`config.mk`:
```
export PLATFORM = sky130hd
export DESIGN_NAME = memwb_pipe_reg
export DESIGN_NICKNAME = d
export VERILOG_FILES = /design/src/rtl/memwb_pipe_reg.sv
export SDC_FILE = /design/constraint.sdc
export NUM_CORES = 1
export LEC_CHECK = 0
export CAP_MARGIN = 20
export CORE_ASPECT_RATIO = 0.8
export CORE_MARGIN = 5
export CORE_UTILIZATION = 35
export DETAILED_ROUTE_END_ITERATION = 6
export GPL_TIMING_DRIVEN = 0
export PLACE_DENSITY = 0.73
export RECOVER_POWER = 100
export REMOVE_ABC_BUFFERS = 1
export SLEW_MARGIN = 20
export SYNTH_ARGS = -nofsm -noshare
export SYNTH_HDL_FRONTEND = slang
export SYNTH_SLANG_ARGS = --single-unit
```
`constraint.sdc`:
```
create_clock -name clk -period 1.9 [get_ports clk]
set_clock_uncertainty 0.05 [all_clocks]
set_input_delay 0.285 -clock clk [delete_from_list [all_inputs] [get_ports clk]]
set_output_delay 0.285 -clock clk [all_outputs]
set_load 0.02 [all_outputs]
```
`src/rtl/memwb_pipe_reg.sv`:
```
// MEM/WB pipeline stage register with a two-entry skid buffer, synchronous
// flush and the write-back data select feeding the register-file write port.
//
// Handshake: a transfer happens on a rising edge where valid and ready are both
// high. in_ready is registered, so it never depends on out_ready in the same
// cycle. out_valid/out_* come straight from the head register, and they stay
// stable while out_valid is high and out_ready is low.
module memwb_pipe_reg #(
   parameter int DATA_W = 32,
   parameter int ADDR_W = 5
) (
   input  logic              clk,
   input  logic              rst_n,
   input  logic              in_valid,
   output logic              in_ready,
   input  logic [DATA_W-1:0] in_alu_res,
   input  logic [DATA_W-1:0] in_read_data,
   input  logic [ADDR_W-1:0] in_rd,
   input  logic              in_mem_to_reg,
   input  logic              in_reg_write,
   input  logic              flush,
   output logic              out_valid,
   input  logic              out_ready,
   output logic [DATA_W-1:0] out_alu_res,
   output logic [DATA_W-1:0] out_read_data,
   output logic [ADDR_W-1:0] out_rd,
   output logic              out_mem_to_reg,
   output logic              out_reg_write,
   output logic [DATA_W-1:0] wb_data,
   output logic              wb_en,
   output logic [1:0]        occupancy
);

   // An entry is packed as {alu_res, read_data, rd, mem_to_reg, reg_write}.
   localparam int EW = 2*DATA_W + ADDR_W + 2;

   logic [EW-1:0] in_entry;
   logic [EW-1:0] h_q;
   logic [EW-1:0] s_q;
   logic          h_valid_q;
   logic          s_valid_q;
   logic          in_ready_q;
   logic [1:0]    occ_q;

   logic          in_fire;
   logic          out_fire;
   logic          h_load_in;
   logic          h_load_s;
   logic          s_load_in;
   logic          h_valid_d;
   logic          s_valid_d;

   assign in_entry = {in_alu_res, in_read_data, in_rd, in_mem_to_reg, in_reg_write};
   assign in_fire  = in_valid & in_ready_q & ~flush;
   assign out_fire = h_valid_q & out_ready;

   // Next-state selection for head and skid; flush wins over any transfer.
   always_comb begin
      h_load_in = 1'b0;
      h_load_s  = 1'b0;
      s_load_in = 1'b0;
      h_valid_d = h_valid_q;
      s_valid_d = s_valid_q;
      if (flush) begin
         h_valid_d = 1'b0;
         s_valid_d = 1'b0;
      end else if (!h_valid_q || (out_fire && !s_valid_q)) begin
         // Head is free this edge: take the input directly (pass-through path).
         h_load_in = in_fire;
         h_valid_d = in_fire;
      end else if (out_fire) begin
         // Head drains and the skid entry moves up; the skid refills from input.
         h_load_s  = 1'b1;
         h_valid_d = 1'b1;
         s_load_in = in_fire;
         s_valid_d = in_fire;
      end else if (in_fire) begin
         // Head is stalled: the in-flight entry lands in the skid register.
         s_load_in = 1'b1;
         s_valid_d = 1'b1;
      end
   end

   // Valid bits, registered ready and occupancy.
   always_ff @(posedge clk or negedge rst_n) begin
      if (!rst_n) begin
         h_valid_q  <= 1'b0;
         s_valid_q  <= 1'b0;
         in_ready_q <= 1'b1;
         occ_q      <= 2'd0;
      end else begin
         h_valid_q  <= h_valid_d;
         s_valid_q  <= s_valid_d;
         in_ready_q <= ~s_valid_d;
         occ_q      <= {1'b0, h_valid_d} + {1'b0, s_valid_d};
      end
   end

   // Entry payloads load only when their slot is written.
   always_ff @(posedge clk or negedge rst_n) begin
      if (!rst_n) begin
         h_q <= '0;
         s_q <= '0;
      end else begin
         if (h_load_in) begin
            h_q <= in_entry;
         end else if (h_load_s) begin
            h_q <= s_q;
         end
         if (s_load_in) begin
            s_q <= in_entry;
         end
      end
   end

   assign {out_alu_res, out_read_data, out_rd, out_mem_to_reg, out_reg_write} = h_q;

   assign out_valid = h_valid_q;
   assign in_ready  = in_ready_q;
   assign occupancy = occ_q;
   assign wb_data   = out_mem_to_reg ? out_read_data : out_alu_res;
   // Register x0 is hardwired to zero, so writes to it are suppressed.
   assign wb_en     = out_valid & out_ready & out_reg_write & (out_rd != '0);

endmodule

```
======== After elaboration in Yosys (flattened, before gate mapping) ========
Index checks and enable logic that the tools add are counted.
word-level totals
  output and inout port bits .............. 108
  word-level logic and storage cells ...... 39
  input port bits ......................... 76
  bits in registers ....................... 147
cells by class
  add/subtract/negate cells ............... 1
  bitwise gates (word level) .............. 7
  reduce and logical (&&, ||, !) cells .... 6
  muxes and demuxes ....................... 19
operators by type and width
  operator             number
  $mux W71             2
  $mux W32             1
  $mux W1              16
  $and A1 B1 Y1        5
  $reduce_bool A5 Y1   1
  $add A1 B1 Y2        1
  $logic_not A1 Y1     2
  $not A1 Y1           2
  $reduce_bool A2 Y1   1
  $logic_and A1 B1 Y1  1
  $logic_or A1 B1 Y1   1

======== Depth between registers and ports, before layout ========
  depth after elaboration ................. 7
  depth in mapped cells ................... 7
  mapped depth without buffers ............ 5

======== Least setup slack after synthesis ========
No wires, ideal clock.
  kind .................................... reg-to-output
  from .................................... register h_q[1]
  to ...................................... output wb_data[10]
  setup slack ............................. 0.120 ns
  data arrival time ....................... 1.445 ns
  data required time ...................... 1.565 ns
  cell stages (with the launch flop) ...... 4
  buffers on the path ..................... 2
  cells stage by stage .................... dfrtp_1 -> clkbuf_1 -> clkbuf_1 -> mux2_2
between the ends
  cells in the longest elaborated chain, start to end .. 1
ends and longest elaborated chain
  item                    line  text
  start, declared         38    logic [EW-1:0] h_q;
  start signal, assigned  106   h_q <= in_entry;
  start signal, assigned  108   h_q <= s_q;
  $mux W32                121   assign wb_data = out_mem_to_reg ? out_read_data : out_alu_res;
  end, declared           29    output logic [DATA_W-1:0] wb_data,
Every way passes these cells.

======== Worst setup path after layout ========
  from .................................... input out_ready
  to ...................................... register h_q[26]
between the ends
  cells in the longest elaborated chain, start to end .. 6
  elaborated cells on any way between the ends .. 10
  those cells by class .................... mux: 6; bitwise: 1; reduce/logical: 3
ends and longest elaborated chain
  item                                                   line  text
  start, declared                                        23    input logic out_ready,
  $and A1 B1 Y1 (*)                                      55    assign out_fire = h_valid_q & out_ready;
  $logic_and A1 B1 Y1                                    67    end else if (!h_valid_q || (out_fire && !s_valid_q)) begin
  $logic_or A1 B1 Y1                                     67
  $mux W1                                                67
  $mux W1                                                64    if (flush) begin
  $mux W71 / $reduce_bool A2 Y1 (equally long branches)  -
Every way passes the cells marked *; elsewhere a longest branch is shown, timed or not.
A chain may end at the register's enable or synchronous reset.

==> metrics.yaml <==
outcome:
  status: "finished, final reports clean"
global_route:
  track_usage_pct: 16.17
  grt_pass1_wl_um: 27100
  antenna_found_initial: 0
  grt_max_degree: 76
  overflow: 0
  grt_pass1_vias: 4886
timing:
  setup_viol: 0
  final_hold_viol_count: 0
  min_period_over_period_pct: 99.69
  fin_crit_ps: 1894
  slew_headroom_pct: 30.45
  fmaxAchievable_mhz: 527.9
  rsz0062_at_grt: "yes"
  report.final.slew_viol_count: 0
  worst_slew_pin_slew_ps: 1043
yosys:
  ys_ff_latch: 147
  synth_common_cells: "dfrtp_1 (146), nand2_1 (146), mux2_2 (103)"
  syn_avg_cell_area_sq_um: 10.71
  yosys_warnings: 0
  synth_area_leaders: "dfrtp_1 (57%), mux2_2 (18%), nand2_1 (8.6%), a31oi_1 (6.9%), nor2_1 (4.2%)"
  ys_seq_area_share_pct: 57.54
  synthDominantCellAreaShare_pct: 57.13
  synth_edf_count: 0
  ys_types: 23
  syn_area_sq_mm: 0.006395
  ys_async_sr_fraction_pct: 100.0
  synth_ff_type: "dfrtp_1"
  syn_inst: 597
  synth_top_cell_by_area: "dfrtp_1"
critical_path:
  critical_path_buf_inv_count: 6
  crit_arrival_ps: 2170
  crit_family: "buffers and inverters"
  crit_slowest_cell: "dlygate4sd3_1"
  cp-end-kind: "flip-flop"
  critPathMaxFanout: 20
  reg2reg_from: "in_ready$_DFF_PN1_"
  crit_top_cell: "buf_6"
  crit_path_cell_trace: "dlygate4sd3_1 -> inv_1 -> a221oi_4 -> buf_6 -> buf_4 -> buf_6 -> buf_8 -> nor2_1 -> a31oi_1"
  crit_start: "out_ready"
  worstSetupStartpointType: "primary input"
  critPathKind: "in2reg"
  required_ps: 2180
  max_stage_delay_ps: 630
cts:
  cts_root_buf: "clkbuf_16"
  cts_tree: "yes"
  htreeDepth: 4
  clk_latency_ps: 410
  clk_pin_slew_ps: 60
  ctsLongestPathBuffers: 2
  cts.sinks: 147
  cts_buffers: 17
drt:
  wl_met1_um: 7639
  drtIter0Drc: 231
  post_drt_wl_per_cell_um: 16.16
  drc: 0
  ant_nets: 0
  wl_met2_um: 7951
  viasPerCell: 4.840
  routed.top_layer: "met4"
  totalWireLength_um: 16680
  met3_length_um: 935
  firstDrtPassIters: 4
  vias: 4995
hold_path:
  hold_path_class: "in2reg"
  hp-start: "in_alu_res[11]"
placement:
  hpwlAfterDp_um: 11020
  portBuffers: 183
  place_area_sq_mm: 0.008671
  gp_congestion: 0.7143
finish:
  num_antenna_cells: 0
  drive_above_1_share_pct: 25.94
  final_cell_area_sq_mm: 0.009233
  postLayoutCoreUtil_pct: 51.13
  fin_nets: 866
  area_growth_pct: 44.37
die:
  fp.dieH_um: 130.9
  num_io_pins: 184
  initial_core_util_pct: 35.41
  die_w_um: 161.1
  fp.coreArea_sq_mm: 0.01806
  die_area_sq_mm: 0.02109
  rows: 44
power_and_ir_drop:
  powerDensity_mw_per_mm2: 1208
  p_sw_mw: 3.536
  leakage_nw: 3.980
  peakVddDrop_mv: 0.5370
  swShare_pct: 31.70
  power_frac_clock_pct: 29.2
  intPower_mw: 7.618
  seqPwrFrac_pct: 39.5
  power_frac_comb_pct: 31.3
flow_run:
  drv_cap: 0
## power groups by stage
stage	Sequential [mW]	Clock, mW	Combinational (mW)
final	4.41	3.26	3.49
after detailed placement	4.48	0	3.68
after floorplan	4.79	0	1.57
after global routing	4.51	3.50	3.78
after global placement	4.50	0	3.55
after CTS	4.41	3.35	3.52
## worst min-delay path: cells and delay by family
kind	cells	cell delay, ps
buf+inv	1	410
compound gates	1	70
simple gates	1	60
## what timing repair did
action,in CTS,in global routing
hold endpoints to repair,72,0
setup buffers,6,7
pin swaps,1,2
cloned,2,0
hold buffers,1,0
setup endpoints to repair,125,67
resized for setup,135,13
## final cells by class
cell class | instances | area [sq um]
Clock buffer | 19 | 432.9
Clock inverter | 13 | 136.4
Fill cell | 1653 | 8825
Inverter | 2 | 7.507
Multi-Input combinational cell | 408 | 2597
Sequential cell | 147 | 3685
Tap cell | 230 | 287.8
Timing Repair Buffer | 213 | 2086
## through the flow
| stage | power (mW) | worst slack [ps] | setup TNS [ps] | cells | hold WS (ps) |
|---|---|---|---|---|---|
| floorplan | 6.360 | -3869 | -356440 | 555 | -60.59 |
| global placement | 8.043 | -6578 | -1531670 | 968 | 436.3 |
| detailed placement | 8.158 | -710.7 | -70800 | 984 | 244.0 |
| CTS | 11.28 | -161.1 | -569.3 | 1025 | 380.4 |
| global route | 11.80 | -75.27 | -2853 | 1032 | 388.8 |
| finish | 11.15 | 5.810 | 0 | 1032 | 406.1 |
## per-layer routing
metal | up-vias | track usage, %
li1 | 2442 | -
met1 | 2428 | 21.24
met2 | 111 | 26.24
met3 | 14 | 5.049
met4 | 0 | 4.463
met5 | - | 0
## cell usage in the layout, fill, tap and decap left out, types with 2 or more instances in the layout
master,instances
nor2_1,72
dlygate4sd2_1,3
dfrtp_1,144
clkbuf_16,17
bufinv_16,2
dlygate4sd3_1,7
buf_6,5
mux2_2,103
a31oi_1,71
a21oi_1,2
clkbuf_1,3
inv_1,2
buf_2,27
nand2_1,144
clkinvlp_4,4
clkdlybuf4s50_1,140
buf_16,4
buf_12,6
clkinv_2,4
buf_8,2
buf_4,16
clkinv_4,2
nand2_2,2
o21ai_4,2
## worst paths after layout
kind / endpoint / slack [ps] / cells after the start
setup / recovery: h_q[26]$_DFFE_PN0P_ / 6 / 9
hold / removal: h_q[50]$_DFFE_PN0P_ / 410 / 3
setup reg to reg: h_q[26]$_DFFE_PN0P_ / 90 / 8
hold reg to reg: s_q[55]$_DFFE_PN0P_ / 450 / 1
max in group asynchronous: in_ready$_DFF_PN1_ / 310 / 3
min in group asynchronous: s_q[8]$_DFFE_PN0P_ / 540 / 2
## flip-flops by register name (all words and copies together) (netlist names)
register	cells
out_valid	1
in_ready	1
occupancy	2
s_q	71
h_q	71
s_valid_q	1
## cell families after synthesis
group                      synth area share, %
buffers and inverters                    3.013
AOI/OAI and AO/OA                        7.611
and+or+nand+nor                          13.50
DFF                                      57.54
adders and majority gates               0.1956
muxes                                    18.14
Note: power is estimated with default switching activity, not from simulation.
